## config.mk

```make
export PLATFORM = sky130hd
export DESIGN_NAME = decode_arbiter
export DESIGN_NICKNAME = d
export VERILOG_FILES = /design/src/rtl/decode_arbiter_pkg.sv /design/src/rtl/decode_arbiter_rr_pick2.sv /design/src/rtl/decode_arbiter.sv
export SDC_FILE = /design/constraint.sdc
export NUM_CORES = 1
export LEC_CHECK = 0
export BUFFER_PORTS_ARGS = -buffer_cell sky130_fd_sc_hd__buf_4
export CORE_MARGIN = 3
export CORE_UTILIZATION = 45
export CTS_CLUSTER_DIAMETER = 80
export CTS_CLUSTER_SIZE = 12
export DETAILED_ROUTE_END_ITERATION = 10
export PLACE_DENSITY = 0.76
export SETUP_SLACK_MARGIN = 0.5
export SYNTH_ARGS = -nofsm -noshare
export SYNTH_HDL_FRONTEND = slang
export SYNTH_SLANG_ARGS = --single-unit
export TNS_END_PERCENT = 20
```

## constraint.sdc

```tcl
create_clock -name i_clk -period 3.12 [get_ports i_clk]
set_input_delay 0.156 -clock i_clk [delete_from_list [all_inputs] [get_ports i_clk]]
set_output_delay 0.156 -clock i_clk [all_outputs]
set_load 0.1 [all_outputs]
```

## src/rtl/decode_arbiter_pkg.sv

```systemverilog
// Shared handshake encodings, requester IDs and data width for the
// decoder-side pipeline stages.
package decode_arbiter_pkg;

  typedef enum logic {
    ST_IDLE     = 1'b0,
    ST_WAIT_ACK = 1'b1
  } hs_state_t;

  localparam logic REQ0   = 1'b0;
  localparam logic REQ1   = 1'b1;
  localparam int   DATA_W = 32;

  // Width of a counter that must reach the value n.
  function automatic int cnt_width(input int n);
    return (n < 2) ? 1 : $clog2(n + 1);
  endfunction

endpackage

```

## src/rtl/decode_arbiter_rr_pick2.sv

```systemverilog
// Two-way round-robin pick: on a tie the requester that did not win
// last time is chosen.
module rr_pick2
  import decode_arbiter_pkg::*;
(
  input  logic [1:0] i_elig,
  input  logic       i_last_grant,
  output logic       o_valid,
  output logic       o_winner
);

  always_comb begin
    o_valid  = |i_elig;
    o_winner = REQ0;
    if (&i_elig)
      o_winner = ~i_last_grant;
    else if (i_elig[1])
      o_winner = REQ1;
  end

endmodule

```

## src/rtl/decode_arbiter.sv

```systemverilog
// Shares one decoder stage between two producers over the DIR/DOR/ack
// handshake, with an ack watchdog and a completed-transfer counter.
//
// state    | meaning
// ---------+----------------------------------------------
// IDLE     | no word held, picking the next requester
// WAIT_ACK | word held on o_dec_data with o_dec_dor high
module decode_arbiter
  import decode_arbiter_pkg::*;
#(
  parameter int TIMEOUT = 255,
  parameter int CNT_W   = 16
) (
  input  logic              i_clk,
  input  logic              i_reset,
  input  logic              i_req0_dir,
  input  logic [DATA_W-1:0] i_req0_data,
  input  logic              i_req1_dir,
  input  logic [DATA_W-1:0] i_req1_data,
  output logic              o_req0_ack,
  output logic              o_req1_ack,
  output logic              o_dec_dor,
  output logic [DATA_W-1:0] o_dec_data,
  input  logic              i_dec_ack,
  output logic              o_grant_id,
  output logic              o_busy,
  output logic              o_timeout_err,
  output logic [CNT_W-1:0]  o_xfer_count
);

  localparam int                WDOG_W  = cnt_width(TIMEOUT);
  localparam logic [WDOG_W-1:0] WD_LAST = WDOG_W'(TIMEOUT - 1);

  hs_state_t         r_state;
  logic [DATA_W-1:0] r_dec_data;
  logic              r_dec_dor;
  logic              r_req0_ack;
  logic              r_req1_ack;
  logic              r_grant_id;
  logic              r_last_grant;
  logic              r_timeout_err;
  logic [1:0]        r_mask;
  logic [WDOG_W-1:0] r_wdog;
  logic [CNT_W-1:0]  r_xfer_count;

  logic [1:0]        w_elig;
  logic              w_valid;
  logic              w_winner;

  // A just-acked producer may still show its old dir for one cycle.
  assign w_elig = {i_req1_dir, i_req0_dir} & ~r_mask;

  rr_pick2 u_pick (
    .i_elig       (w_elig),
    .i_last_grant (r_last_grant),
    .o_valid      (w_valid),
    .o_winner     (w_winner)
  );

  always_ff @(posedge i_clk) begin
    if (!i_reset) begin
      r_state       <= ST_IDLE;
      r_dec_data    <= '0;
      r_dec_dor     <= 1'b0;
      r_req0_ack    <= 1'b0;
      r_req1_ack    <= 1'b0;
      r_grant_id    <= REQ0;
      r_last_grant  <= REQ1;
      r_timeout_err <= 1'b0;
      r_mask        <= 2'b00;
      r_wdog        <= '0;
      r_xfer_count  <= '0;
    end else begin
      r_req0_ack    <= 1'b0;
      r_req1_ack    <= 1'b0;
      r_timeout_err <= 1'b0;
      r_mask        <= {r_req1_ack, r_req0_ack};
      case (r_state)
        ST_IDLE: begin
          if (w_valid) begin
            r_dec_data <= (w_winner == REQ1) ? i_req1_data : i_req0_data;
            r_dec_dor  <= 1'b1;
            r_req0_ack <= (w_winner == REQ0);
            r_req1_ack <= (w_winner == REQ1);
            r_grant_id <= w_winner;
            r_wdog     <= '0;
            r_state    <= ST_WAIT_ACK;
          end
        end
        ST_WAIT_ACK: begin
          if (i_dec_ack) begin
            r_dec_dor    <= 1'b0;
            r_last_grant <= r_grant_id;
            r_xfer_count <= r_xfer_count + 1'b1;
            r_state      <= ST_IDLE;
          end else if (TIMEOUT != 0 && r_wdog == WD_LAST) begin
            r_dec_dor     <= 1'b0;
            r_timeout_err <= 1'b1;
            r_last_grant  <= r_grant_id;
            r_state       <= ST_IDLE;
          end else begin
            r_wdog <= r_wdog + 1'b1;
          end
        end
        default: r_state <= ST_IDLE;
      endcase
    end
  end

  assign o_req0_ack    = r_req0_ack;
  assign o_req1_ack    = r_req1_ack;
  assign o_dec_dor     = r_dec_dor;
  assign o_dec_data    = r_dec_data;
  assign o_grant_id    = r_grant_id;
  assign o_busy        = (r_state == ST_WAIT_ACK);
  assign o_timeout_err = r_timeout_err;
  assign o_xfer_count  = r_xfer_count;

endmodule

```

=== Word-level counts from Yosys, hierarchy flattened ===
Index checks and enable logic that the tools add are counted.

* Register bits after elaboration: 65
* Output and inout port bits: 54
* Logic and storage cells: 53

* $add $sub $neg: 2
* Equality and inequality tests: 5
* Mux-type cells: 18
* Bitwise operators: 7
* Reduce and logical (&&, ||, !) cells: 10

{| class="wikitable"
|+ Operators with widths
! operator !! number
|-
| two-way mux 32 bit || 1
|-
| two-way mux 8 bit || 3
|-
| adder 16 x 1 -> 16 bit, second input constant || 1
|-
| one-hot mux 8 bit (2 select lines) || 1
|-
| two-way mux 1 bit || 11
|-
| AND reduction 2 bit || 5
|-
| adder 8 x 1 -> 8 bit, second input constant || 1
|-
| equality test 8 bit, second input constant || 1
|-
| OR reduction 3 bit || 2
|-
| NOT 1 bit || 5
|-
| inequality test 2 bit, second input constant || 2
|-
| one-hot mux 1 bit (2 select lines) || 2
|-
| inequality test 3 x 2 -> 1 bit, second input constant || 1
|-
| AND reduction 3 bit || 1
|-
| AND 2 bit || 1
|-
| inequality test 2 x 1 -> 1 bit, second input constant || 1
|-
| NOT 2 bit || 1
|-
| nonzero test 2 bit || 1
|-
| OR reduction 2 bit || 1
|}

=== Logic depth before layout (Yosys ltp) ===
* Word-level depth: 5
* Mapped depth: 7
* Gate-level depth less buffers: 6

=== Cells and area by module ===
A second synthesis with hierarchy kept.

* Cells, all modules: 313
* Area, all modules: 2907.8 µm²

{| class="wikitable"
|+ By module, submodules not included
! module !! times used !! cells an instance !! area an instance (µm²) !! seq. area each (µm²)
|-
| decode_arbiter || 1 || 311 || 2894.0 || 1301.2
|-
| rr_pick2 || 1 || 2 || 13.8 || 0.0
|}

=== Worst setup path after synthesis ===
Ideal clock, no wire load.

* Path type: register to register
* Start point: register r_xfer_count[0], in the netlist o_xfer_count[0]
* End point: register r_xfer_count[12], in the netlist o_xfer_count[12]
* Arrival time: 2.145 ns
* Data required time: 3.050 ns
* Setup slack: 0.905 ns
* Cell stages (with the launch flop): 7
* Path buffers: 1
* Path through: dfxtp_1 ha_1 and3_1 buf_2 nand3_2 or3_1 a21boi_1

* Word-level cells in the longest chain between the ends: 1

{| class="wikitable"
|+ RTL lines
! what !! line !! source
|-
| start: declaration || decode_arbiter.sv:44 || <nowiki>logic [CNT_W-1:0] r_xfer_count;</nowiki>
|-
| start signal: assignment || decode_arbiter.sv:94 || <nowiki>r_xfer_count <= r_xfer_count + 1'b1;</nowiki>
|-
| adder 16 x 1 -> 16 bit || decode_arbiter.sv:94 ||
|}

No other way between the ends.
A chain may end at the register's enable or synchronous reset.

=== Final worst setup path ===
* Start point: register r_wdog[1]
* End point: register r_wdog[6]

* Word-level cells in the longest chain between the ends: 4
* Elaborated cells between the ends (all ways): 7

{| class="wikitable"
|+ RTL lines
! what !! line !! source
|-
| start: declaration || decode_arbiter.sv:43 || <nowiki>logic [WDOG_W-1:0] r_wdog;</nowiki>
|-
| start signal: assignment || decode_arbiter.sv:102 || <nowiki>r_wdog <= r_wdog + 1'b1;</nowiki>
|-
| adder 8 x 1 -> 8 bit || decode_arbiter.sv:102 ||
|-
| two-way mux 8 bit || decode_arbiter.sv:96 || <nowiki>end else if (TIMEOUT != 0 && r_wdog == WD_LAST) begin</nowiki>
|-
| two-way mux 8 bit || decode_arbiter.sv:91 || <nowiki>if (i_dec_ack) begin</nowiki>
|-
| one-hot mux 8 bit (2 select lines) || decode_arbiter.sv:78 || <nowiki>case (r_state)</nowiki>
|}

Parallel ways exist; a longest one is shown, timed or not. The select of a mux whose other input is x is not followed.

==> flow_metrics.env <==
export IMPL_synth_common_cells="dfxtp_1 (65), o21ai_0 (39), a21oi_1 (33), mux2i_1 (33), nand2_1 (20)"
export IMPL_hold_path_end="o_dec_data[16]$_SDFFE_PN0P_"
export IMPL_yosysMostFrequentCell="dfxtp_1"
export IMPL_wl_mm=7.35
export IMPL_finalInstanceArea_mm2=0.00403
export IMPL_ant_nets=0
export IMPL_synth_seq_cells=65
export IMPL_final_nets=497
export IMPL_drc_errors=0
export IMPL_post_cts_resize_count=0
export IMPL_power_uw=2430
export IMPL_p_leak_uw=0.00187
export IMPL_finalHoldViolations=0
export IMPL_max_stage_delay_ns=0.59
export IMPL_endpoint_kind="register"
export IMPL_critical_path_depth=5
export IMPL_hpwl_mm=5.28
export IMPL_io_pins=123
export IMPL_crit_required_ns=3.40
export IMPL_ys_async_sr_fraction_pct=0
export IMPL_grt_pass1_vias=2724
export IMPL_antenna_found_initial=0
export IMPL_die_area_mm2=0.00737
export IMPL_synth_edff_count=0
export IMPL_crit_family="compound AO/OA/AOI/OAI gates"
export IMPL_worstPathMaxFanout=11
export IMPL_grtUsageTotal_pct=20.6
export IMPL_cts_root_buf="clkbuf_8"
export IMPL_setup_tns_final_ns=0
export IMPL_n_antenna_cell=0
export IMPL_fillers=515
export IMPL_synth_top_area_cell="dfxtp_1"
export IMPL_path_cells="ha_1 -> nand3_1 -> o21ai_1 -> nor2b_1 -> o221a_2"
export IMPL_tritoncts="done"
export IMPL_clock_latency_ns=0.34
export IMPL_synth_top_cell_area_share_pct=45.3
export IMPL_viasPerCell=5.24
export IMPL_initial_core_util_pct=47.4
export IMPL_grt_max_degree=73
export IMPL_initialDrtViolationCount=130
export IMPL_cts_setup_buffers=0
export IMPL_rows=28
export IMPL_path_buf_inv=0
export IMPL_fp_dieW_um=85.9
export IMPL_setup_viol=0
export IMPL_maxCapViolCount=0
export IMPL_vdd_ir_drop_max_mv=0.467
export IMPL_avgSynthCellArea_um2=9.17
export IMPL_crit_slowest_cell="o21ai_1"
export IMPL_drt_pass1_iterations=4
export IMPL_grt_pass1_wl_mm=12.2
export IMPL_fin_cells=505
export IMPL_period_needed_ns=1.96
export IMPL_numCtsBuffers=9
export IMPL_cp_arrival_ns=2.24
export IMPL_wl_per_cell_um=14.6
export IMPL_rrSetupSlack_ns=1.16
export IMPL_dpl_cell_area_mm2=0.00381
export IMPL_worst_pin_slew_ns=0.775
export IMPL_criticalPathCategory="reg -> reg"
export IMPL_clockBufferDepth=2
export IMPL_synth_cell_types=43
export IMPL_cts_sinks=65
export IMPL_htreeDepth=3
export IMPL_hold_path_depth=3
export IMPL_die_h_um=85.9
export IMPL_fp_coreArea_mm2=0.00606
export IMPL_synth_cells=313
export IMPL_clkSlewWorstSetupHoldPaths_ns=0.07
export IMPL_io_buffers=122
export IMPL_synth_top_flop_cell="dfxtp_1"
export IMPL_num_vias=2647
export IMPL_period_share_pct=62.9
export IMPL_slew_violations=0
export IMPL_holdBufCountCts=0
export IMPL_hold_slack_ns=0.0996
export IMPL_rr_worst_depth=5
export IMPL_slew_headroom_pct=48.2
export IMPL_reg2reg_from="r_wdog[1]$_SDFFE_PN0P_"
export IMPL_hp_start="i_req1_data[16]"
export IMPL_ys_top_cells_by_area="dfxtp_1 (45%), mux2i_1 (12%), o21ai_0 (6.8%)"
export IMPL_skew_ns=0.0121
export IMPL_status="finished clean"
export IMPL_syn_cell_area_mm2=0.00287
export IMPL_p_per_area_mw_per_mm2=605
export IMPL_final_layout_size_suffix_gt1_share_pct=34.4
export IMPL_gp_congestion=0.772
export IMPL_syn_nets=385
export IMPL_dp_cells=489
export IMPL_hold_path_class="in -> reg"
export IMPL_grt_overflow=0
export IMPL_area_delta_synth_final_pct=40.3
export IMPL_yosys_warnings=0
export IMPL_startpoint_type="register"
export IMPL_seq_area_frac_synth_pct=45.3
export IMPL_fmax_mhz=510
export IMPL_grt_setup_unrepaired="no"
export IMPL_r2r_end="r_wdog[6]$_SDFFE_PN0P_"
[metal layers]
layer / part of all wire (%) / vias to the layer above / GRT usage (%)
met2: 48 / 96 / 34.3
met1: 41 / 1204 / 23.2
met5: 0 / - / 0
li1: - / 1341 / -
met3: 9.9 / 6 / 10.6
met4: 0.80 / 0 / 5.32
[state kept, by name (all words and copies together) (netlist names)]
signal,flops
o_busy,1
o_dec_data,32
o_dec_dor,1
o_grant_id,1
o_req0_ack,1
o_req1_ack,1
o_timeout_err,1
o_xfer_count,16
r_last_grant,1
r_mask,2
r_wdog,8
[worst max path at each step]
stage	endpoint	startpoint	slack, ns
5_1_grt	o_dec_data[14]$_SDFFE_PN0P_	r_mask[0]$_SDFF_PN0_	0.96
3_5_place_dp	o_dec_data[10]$_SDFFE_PN0P_	r_mask[0]$_SDFF_PN0_	1.16
3_3_place_gp	r_wdog[5]$_SDFFE_PN0P_	r_mask[0]$_SDFF_PN0_	1.25
4_1_cts	o_dec_data[17]$_SDFFE_PN0P_	r_mask[0]$_SDFF_PN0_	1.15
6_report	r_wdog[6]$_SDFFE_PN0P_	r_wdog[1]$_SDFFE_PN0P_	1.16
2_1_floorplan	o_xfer_count[12]$_SDFFE_PN0P_	o_xfer_count[0]$_SDFFE_PN0P_	0.90
[final cells by class]
cell class,instances,area (um^2),area share (%)
Multi-Input combinational cell,221,1470,36.4
Sequential cell,65,1300,32.3
Timing Repair Buffer,124,931,23.1
Clock buffer,11,141,3.51
Tap cell,75,93.8,2.33
Clock inverter,5,78.8,1.96
Inverter,4,15.0,0.373
[worst reg2reg max path: cells and delay by family (launching register included)]
kind	cells	cell delay, ns
AOI/OAI and AO/OA	2	0.83
and+or+nand+nor	2	0.49
DFF	1	0.41
adders and majority gates	1	0.17
[power breakdown]
part | total [uW] | internal (uW) | switching (uW)
logic | 721 | 186 | 535
clock network | 789 | 471 | 318
registers | 925 | 888 | 37.6
total | 2430 | 1540 | 891
[stage by stage]
step           util [%]  setup WS [ns]
3_3_place_gp       62.8           1.25
2_1_floorplan         -          0.905
6_report           66.4           1.16
3_5_place_dp       62.8           1.16
5_1_grt            66.4          0.959
4_1_cts            66.4           1.15
[cell usage in the layout (no fill, tap or decap), drive strengths merged, types with 3 or more instances in the layout]
cell    count
nand2b      3
dfxtp      65
ha          3
o221a       3
o21ai      42
inv         4
nand3      11
a21oi      33
and3        3
and4        3
or3         4
a21boi      5
nor2       10
clkinv      3
buf       124
clkbuf     11
and2       12
nand4       7
mux2i      33
xnor2       7
nand2      20
[kinds of logic after synthesis]
group | share of synthesized area (%)
flip-flops | 45.3
multiplexers | 11.5
XOR/XNOR | 2.75
adder cells (fa/ha/maj) | 1.31
AO/OA/AOI/OAI | 18.0
AND/OR/NAND/NOR | 16.7
buffers and inverters | 4.40
No activity file was read; power rests on OpenSTA's default activity.
